### src/rtl/tq_idct_ctrl.sv
// 4x4 inverse-transform sequencer: gathers coefficient rows, fires the
// combinational IDCT, and streams residual rows per block of a macroblock.

module tq_idct_4x4 #(
  parameter int DW = 15
) (
  input  logic [16*DW-1:0] coef_i,
  output logic [16*DW-1:0] res_o
);
  localparam int IW = DW + 6;

  function automatic logic signed [IW-1:0] ext(input logic [DW-1:0] x);
    return {{(IW-DW){x[DW-1]}}, x};
  endfunction

  // 1-D butterfly; y0 lands in the low IW bits.
  function automatic logic [4*IW-1:0] bfly(input logic signed [IW-1:0] x0,
                                            input logic signed [IW-1:0] x1,
                                            input logic signed [IW-1:0] x2,
                                            input logic signed [IW-1:0] x3);
    logic signed [IW-1:0] e0, e1, e2, e3;
    e0 = x0 + x2;
    e1 = x0 - x2;
    e2 = (x1 >>> 1) - x3;
    e3 = x1 + (x3 >>> 1);
    return {e0 - e3, e1 - e2, e1 + e2, e0 + e3};
  endfunction

  always_comb begin
    logic [4*IW-1:0] y;
    logic signed [IW-1:0] h [4][4];
    logic signed [IW-1:0] v [4][4];
    logic signed [IW-1:0] rnd;
    res_o = '0;
    for (int r = 0; r < 4; r++) begin
      y = bfly(ext(coef_i[(r*4+0)*DW +: DW]), ext(coef_i[(r*4+1)*DW +: DW]),
               ext(coef_i[(r*4+2)*DW +: DW]), ext(coef_i[(r*4+3)*DW +: DW]));
      for (int c = 0; c < 4; c++) h[r][c] = y[c*IW +: IW];
    end
    for (int c = 0; c < 4; c++) begin
      y = bfly(h[0][c], h[1][c], h[2][c], h[3][c]);
      for (int r = 0; r < 4; r++) v[r][c] = y[r*IW +: IW];
    end
    for (int r = 0; r < 4; r++) begin
      for (int c = 0; c < 4; c++) begin
        rnd = v[r][c] + IW'(32);
        res_o[(r*4+c)*DW +: DW] = rnd[IW-1:6];
      end
    end
  end
endmodule

module tq_idct_ctrl #(
  parameter int DW      = 15,
  parameter int BLK_NUM = 24
) (
  input  logic            clk,
  input  logic            rst_n,
  input  logic            start_i,
  input  logic            coef_valid_i,
  output logic            coef_ready_o,
  input  logic [4*DW-1:0] coef_row_i,
  input  logic            coef_cbf_i,
  output logic            res_valid_o,
  input  logic            res_ready_i,
  output logic [4*DW-1:0] res_row_o,
  output logic [4:0]      res_blk_o,
  output logic [1:0]      res_row_idx_o,
  output logic            mb_done_o,
  output logic            busy_o
);
  // IDLE: wait start | LOAD: take rows | CALC: capture IDCT | OUT: stream rows
  typedef enum logic [1:0] {S_IDLE, S_LOAD, S_CALC, S_OUT} state_t;

  state_t                 state_q, state_d;
  logic [1:0]             row_q, row_d;
  logic [4:0]             blk_q, blk_d;
  logic [3:0][4*DW-1:0]   ibuf_q, ibuf_d;
  logic [3:0][4*DW-1:0]   obuf_q, obuf_d;
  logic                   coef_ready_q, coef_ready_d;
  logic                   res_valid_q, res_valid_d;
  logic                   mb_done_q, mb_done_d;
  logic                   busy_q, busy_d;
  logic [16*DW-1:0]       idct_res;
  logic                   coef_xfer, res_xfer;

  tq_idct_4x4 #(.DW(DW)) u_idct (
    .coef_i (ibuf_q),
    .res_o  (idct_res)
  );

  assign coef_xfer = coef_ready_q & coef_valid_i;
  assign res_xfer  = res_valid_q & res_ready_i;

  always_comb begin
    state_d   = state_q;
    row_d     = row_q;
    blk_d     = blk_q;
    ibuf_d    = ibuf_q;
    obuf_d    = obuf_q;
    mb_done_d = 1'b0;
    case (state_q)
      S_IDLE: begin
        if (start_i) begin
          blk_d   = '0;
          row_d   = '0;
          state_d = S_LOAD;
        end
      end
      S_LOAD: begin
        if (coef_xfer) begin
          if (row_q == 2'd0 && !coef_cbf_i) begin
            obuf_d  = '0;
            state_d = S_OUT;
          end else begin
            ibuf_d[row_q] = coef_row_i;
            row_d         = row_q + 2'd1;
            if (row_q == 2'd3) state_d = S_CALC;
          end
        end
      end
      S_CALC: begin
        obuf_d  = idct_res;
        state_d = S_OUT;
      end
      S_OUT: begin
        // Row 0 of the buffer is always the row on res_row_o; shift on transfer.
        if (res_xfer) begin
          obuf_d = {{(4*DW){1'b0}}, obuf_q[3], obuf_q[2], obuf_q[1]};
          row_d  = row_q + 2'd1;
          if (row_q == 2'd3) begin
            if (blk_q == 5'(BLK_NUM - 1)) begin
              state_d   = S_IDLE;
              mb_done_d = 1'b1;
            end else begin
              blk_d   = blk_q + 5'd1;
              state_d = S_LOAD;
            end
          end
        end
      end
      default: state_d = S_IDLE;
    endcase
    coef_ready_d = (state_d == S_LOAD);
    res_valid_d  = (state_d == S_OUT);
    busy_d       = (state_d != S_IDLE);
  end

  always_ff @(posedge clk or negedge rst_n) begin
    if (!rst_n) begin
      state_q      <= S_IDLE;
      row_q        <= '0;
      blk_q        <= '0;
      ibuf_q       <= '0;
      obuf_q       <= '0;
      coef_ready_q <= 1'b0;
      res_valid_q  <= 1'b0;
      mb_done_q    <= 1'b0;
      busy_q       <= 1'b0;
    end else begin
      state_q      <= state_d;
      row_q        <= row_d;
      blk_q        <= blk_d;
      ibuf_q       <= ibuf_d;
      obuf_q       <= obuf_d;
      coef_ready_q <= coef_ready_d;
      res_valid_q  <= res_valid_d;
      mb_done_q    <= mb_done_d;
      busy_q       <= busy_d;
    end
  end

  assign coef_ready_o  = coef_ready_q;
  assign res_valid_o   = res_valid_q;
  assign res_row_o     = obuf_q[0];
  assign res_blk_o     = blk_q;
  assign res_row_idx_o = row_q;
  assign mb_done_o     = mb_done_q;
  assign busy_o        = busy_q;
endmodule
### config.mk
export PLATFORM = sky130hd
export DESIGN_NAME = tq_idct_ctrl
export DESIGN_NICKNAME = d
export VERILOG_FILES = /design/src/rtl/tq_idct_ctrl.sv
export SDC_FILE = /design/constraint.sdc
export NUM_CORES = 2
export LEC_CHECK = 0
export CAP_MARGIN = 25
export CORE_MARGIN = 2
export CORE_UTILIZATION = 66
export DETAILED_ROUTE_END_ITERATION = 16
export HOLD_SLACK_MARGIN = 0.1
export PLACE_DENSITY = 0.84
export SLEW_MARGIN = 10
export SYNTH_ARGS = -nofsm -noshare
export SYNTH_HDL_FRONTEND = slang
export SYNTH_SLANG_ARGS = --single-unit
export TNS_END_PERCENT = 1
### constraint.sdc
create_clock -name clk -period 8.3 [get_ports clk]
set_input_delay 1.245 -clock clk [delete_from_list [all_inputs] [get_ports clk]]
set_output_delay 1.245 -clock clk [all_outputs]
set_load 0.03 [all_outputs]
# == After elaboration in Yosys (flattened, before gate mapping) ==
# Index checks and enable logic that the tools add are counted.
# word_totals
word_cells,158
in_bits,66
mem_bits_ro,0
latch_bits,0
n_memories,0
ramBits,0
out_inout_bits,71
reg_bits,493
# classes
addsub,82
n_reduce_logical,13
n_div,0
shifts,0
order_cmp,2
multipliers,0
eq_ne,14
bitwise_logic,3
n_mux,29
# ops
op,n
2-to-1 mux 240 bit,3
one-hot mux 240 bit (3 select lines),1
adder 21 bit,16
adder 21 x 7 -> 21 bit (second input constant),16
subtractor 21 bit,16
bitwise mux 240 bit,1
demux 60 bit (select 2 bit),1
adder 21 x 20 -> 21 bit,4
subtractor 20 x 21 -> 21 bit,4
adder 16 x 16 -> 17 bit,4
subtractor 16 x 16 -> 17 bit,4
adder 15 x 14 -> 16 bit,4
adder 15 x 15 -> 16 bit,4
subtractor 14 x 15 -> 16 bit,4
subtractor 15 x 15 -> 16 bit,4
2-to-1 mux 60 bit,1
2-to-1 mux 2 bit,10
2-to-1 mux 5 bit,4
inequality test 2 bit (second input constant),7
one-hot mux 5 bit (2 select lines),1
AND reduction 5 bit,2
equality test 2 bit (second input constant),4
one-hot mux 2 bit (4 select lines),1
one-hot mux 2 bit (3 select lines),1
16 further kinds,26

# == Depth between registers and ports, before layout ==
# logic_depth
depth_word,6
depth_mapped,42
depth_no_buf,42

# == Hierarchy ==
# From an unflattened synthesis, not the netlist that was laid out.
# unflattened
hier_cells,8598
area_unflattened_um2,71710.0
# by_module_without_submodules
module,seq_area_each_um2,cells_each,instances,area_each_um2
tq_idct_4x4,0.0,7010,1,51001.4
tq_idct_ctrl,12336.8,1588,1,20708.6

# == Least setup slack after synthesis ==
# OpenSTA, ideal clock, no wires.
# synth_path
kind,reg2reg
from,reg ibuf_q[195] (netlist bit)
to,reg obuf_q (netlist bit res_row_o[14])
arrival_time_ns,7.198
stages_incl_launch_ff,38
path_slack_ns,0.968
t_required_ns,8.165
setup_ns,0.135
path_buffers,1
period_less_slack_ns,7.332
cell_sequence,dfrtp_1 > ha_1 > fa_1 > a21o_1 > a21oi_1 > o21bai_1 > a21oi_1 > o21bai_1 > a21oi_1 > o21bai_1 > a21oi_1 > o21bai_1 > a21oi_1 > xnor2_1 > ha_1 > buf_1 > inv_1 > a221o_1 > [2 not listed] > ha_1 > nand2_1 > o311a_1 > o21bai_1 > a21oi_1 > xor2_1 > ha_1 > inv_1 > ha_1 > or3_1 > o211ai_1 > nand2b_1 > a21o_1 > a21o_1 > a21oi_1 > xor2_1 > xnor2_1 > o22ai_1
# synth_between
elab_chain_len,6
# synth_rtl
element,line,rtl
from (decl),78,"logic [3:0][4*DW-1:0] ibuf_q, ibuf_d;"
from (signal assigned),164,ibuf_q <= ibuf_d;
adder 15 x 14 -> 16 bit,25,e3 = x1 + (x3 >>> 1);
adder 16 x 16 -> 17 bit,26,"return {e0 - e3, e1 - e2, e1 + e2, e0 + e3};"
adder 21 x 20 -> 21 bit,25,
adder 21 bit,26,
adder 21 x 7 -> 21 bit,46,rnd = v[r][c] + IW'(32);
one-hot mux 240 bit (3 select lines),102,case (state_q)
to (signal assigned),165,obuf_q <= obuf_d;
to (decl),79,"logic [3:0][4*DW-1:0] obuf_q, obuf_d;"
# Every way passes these cells.
# A chain may end at the register's enable or synchronous reset.

# == Worst setup path after layout ==
# layout_path
from,reg ibuf_q[210] (netlist bit)
to,reg obuf_q (netlist bit res_row_o[59])
# layout_between
elab_chain_len,6
# layout_rtl
element,line,rtl
adder 15 x 15 -> 16 bit,22,e0 = x0 + x2;
subtractor 16 x 16 -> 17 bit,26,
adder 21 x 20 -> 21 bit,25,
adder 21 bit,26,
adder 21 x 7 -> 21 bit,46,
one-hot mux 240 bit (3 select lines),102,
# Every way passes these cells.

==> impl_metrics.ini <==
[run_status]
status = completed

[detailed_routing]
num_vias = 63500
drc = 0
drtAntennaViolNets = 0
wl_um = 227000
drt-pass1-iter-count = 10
initialDrtViolationCount = 6408
wire_per_inst_um = 22.0
vias_per_cell = 6.17

[cts]
ctsHoldBuffers = 0
cts_tree = done
path_clk_slew_ps = 60
cts_made_buffers = 56
clock_sinks = 493
clockBufferDepth = 3
clk-insertion-delay-late_ps = 690
cts_root_buf = clkbuf_16
htreeDepth = 2

[timing]
finalClockSkew_ps = 27.7
final.setup.tns_ps = 0
grt_setup_unrepaired = yes
timing.final.hold_violations = 0
setup_viol = 0
worst_pin_slew_ps = 1190
layout_min_cycle_time_ps = 8210
max_freq_ghz = 0.122
slew_headroom = 0.198
hold_slack_ps = 478
drv_slew = 0
period_share = 0.989

[synthesis]
avgSynthCellArea_um2 = 8.29
synth_edf_count = 0
synth_area_leaders = ha_1 25%, dfrtp_1 18%, xnor2_1 8.0%
postSynthCellCount = 8296
synth_flop_cell = dfrtp_1
ys_types = 102
seq_area_frac_synth = 0.179
ys_ff_latch = 493
syn_nets = 9785
synthArstFlopShare = 1.00
synth_top_area_frac = 0.250
synthesis.area_um2 = 68800
ys.warnings.count = 0
synth_top_area_cell = ha_1

[critical_path]
critical_path_class = flop to flop
arrival_ps = 8780
cpMaxStageDelayCell = fa_1
path_max_fanout = 4
crit_top_cell = buf_4
startpoint_type = flop
worstPathRequired_ps = 8870
end_kind = flop
cpPeakStageDelay_ps = 410

[die]
die_area_um2 = 107000
start_util = 0.664
core.rowCount = 118
design.core.area_um2 = 103000
die_w_um = 327
fp.dieH_um = 327
pin_count = 137

[cells_and_area]
area_delta_synth_final_pct = 14.4
layout-drive-gt1-share = 0.141
final.fill_count = 7578
final_cell_mix = 1360 x ha_1, 1064 x inv_1, 772 x nor2_1, 655 x buf_4, 596 x xnor2_1
final_common_cell = ha_1
layout.nets = 10400

[placement]
port_buffers = 136
gp_congestion = 1.07
dpl.hpwl_um = 188000

[global_routing]
antenna_found_initial = 6
grt_pass1_vias = 60600
grt_pass1_wl_um = 340000
grt_use_total = 0.410
grt_max_degree = 165
grt_overflow_total = 0

[run]
drv_cap = 0

[worst_hold_path]
hp-class = flop to flop
## timing repair
action,in CTS,in global routing
pin swaps,0,43
cloned,0,0
buffers inserted,0,15
setup endpoints to repair,4,77
resized for setup,2,226
## per-layer routing
metal | share of wire | track usage
met1 | 0.42 | 0.561
met2 | 0.43 | 0.635
met3 | 0.10 | 0.0737
met4 | 0.050 | 0.174
met5 | 0.000057 | 0
## cells in the mapped netlist (all sizes together), types with 31 or more instances
master and instances:
buf 115, o31ai 42, a21o 161, or3 50
xnor2 632, ha 1375, nand2 299, fa 48
a221oi 133, o21a 72, a211oi 36, nor2b 121
and3 53, o211ai 31, a31oi 48, clkbuf 174
nand2b 121, a21boi 43, dfrtp 493, nor3 150
xor2 273, nand3 79, a21oi 626, nor2 776
inv 1073, o21ai 392, o21bai 188, mux2 247
## worst paths after layout
check	end	from	depth (start not counted)	slack (ps)
setup / recovery	res_row_o[59]$_DFFE_PN0P_	ibuf_q[210]$_DFFE_PN0P_	42	90
hold / removal	obuf_q[207]$_DFFE_PN0P_	obuf_q[207]$_DFFE_PN0P_	2	480
setup reg to reg	res_row_o[59]$_DFFE_PN0P_	ibuf_q[210]$_DFFE_PN0P_	42	90
hold reg to reg	obuf_q[207]$_DFFE_PN0P_	obuf_q[207]$_DFFE_PN0P_	2	480
max in group asynchronous	ibuf_q[181]$_DFFE_PN0P_	rst_n	2	6250
min in group asynchronous	res_row_o[27]$_DFFE_PN0P_	rst_n	1	540
## stage by stage
stage | cells | area (um^2) | setup slack [ps] | util
global placement | 10200 | 75500 | 173 | 0.729
CTS | 10300 | 77600 | 15.8 | 0.750
finish | 10300 | 78600 | 91.9 | 0.760
global route | 10300 | 78600 | -213 | 0.760
detailed placement | 10200 | 75500 | 9.22 | 0.729
floorplan | 8296 | 68800 | 968 | -
## logic make-up (layout without fill, tap and decap cells)
family,after synthesis,count (layout),synth area share
other,0,5,0
AO/OA/AOI/OAI,2049,2049,0.195
adder cells (fa/ha/maj),1423,1423,0.264
multiplexers,257,257,0.0419
buffers and inverters,1362,1973,0.0782
AND/OR/NAND/NOR,1797,1797,0.123
flip-flops,493,493,0.179
XOR/XNOR,915,915,0.119
## state kept, by name, summed over array words and instances (netlist names)
name / cells
ibuf_q: 240
obuf_q: 180
res_row_o: 60
res_blk_o: 5
res_row_idx_o: 2
state_q: 2
busy_o: 1
coef_ready_o: 1
mb_done_o: 1
res_valid_o: 1
## area by class of cell
type,instances,area [um^2],area share
timing repair buffer,796,6380,0.0812
tap,1380,1730,0.0220
inverter,1073,4030,0.0512
sequential,493,12300,0.157
clock buffer,73,1520,0.0193
clock inverter,31,587,0.00746
multi-input combinational,6441,52000,0.662
antenna,5,12.5,0.000159
## worst max-delay path, delay by kind of cell, from the launching register on
family                   cells  cell delay (ps)
flip-flops                   1              390
AO/OA/AOI/OAI               17             3040
XOR/XNOR                     4              850
AND/OR/NAND/NOR              6              870
buffers and inverters        9             1170
adder cells (fa/ha/maj)      6             1720
Power is left out: the tool's default activity adds up to more than one toggle a clock period on the data nets, which glitch-free logic cannot reach.
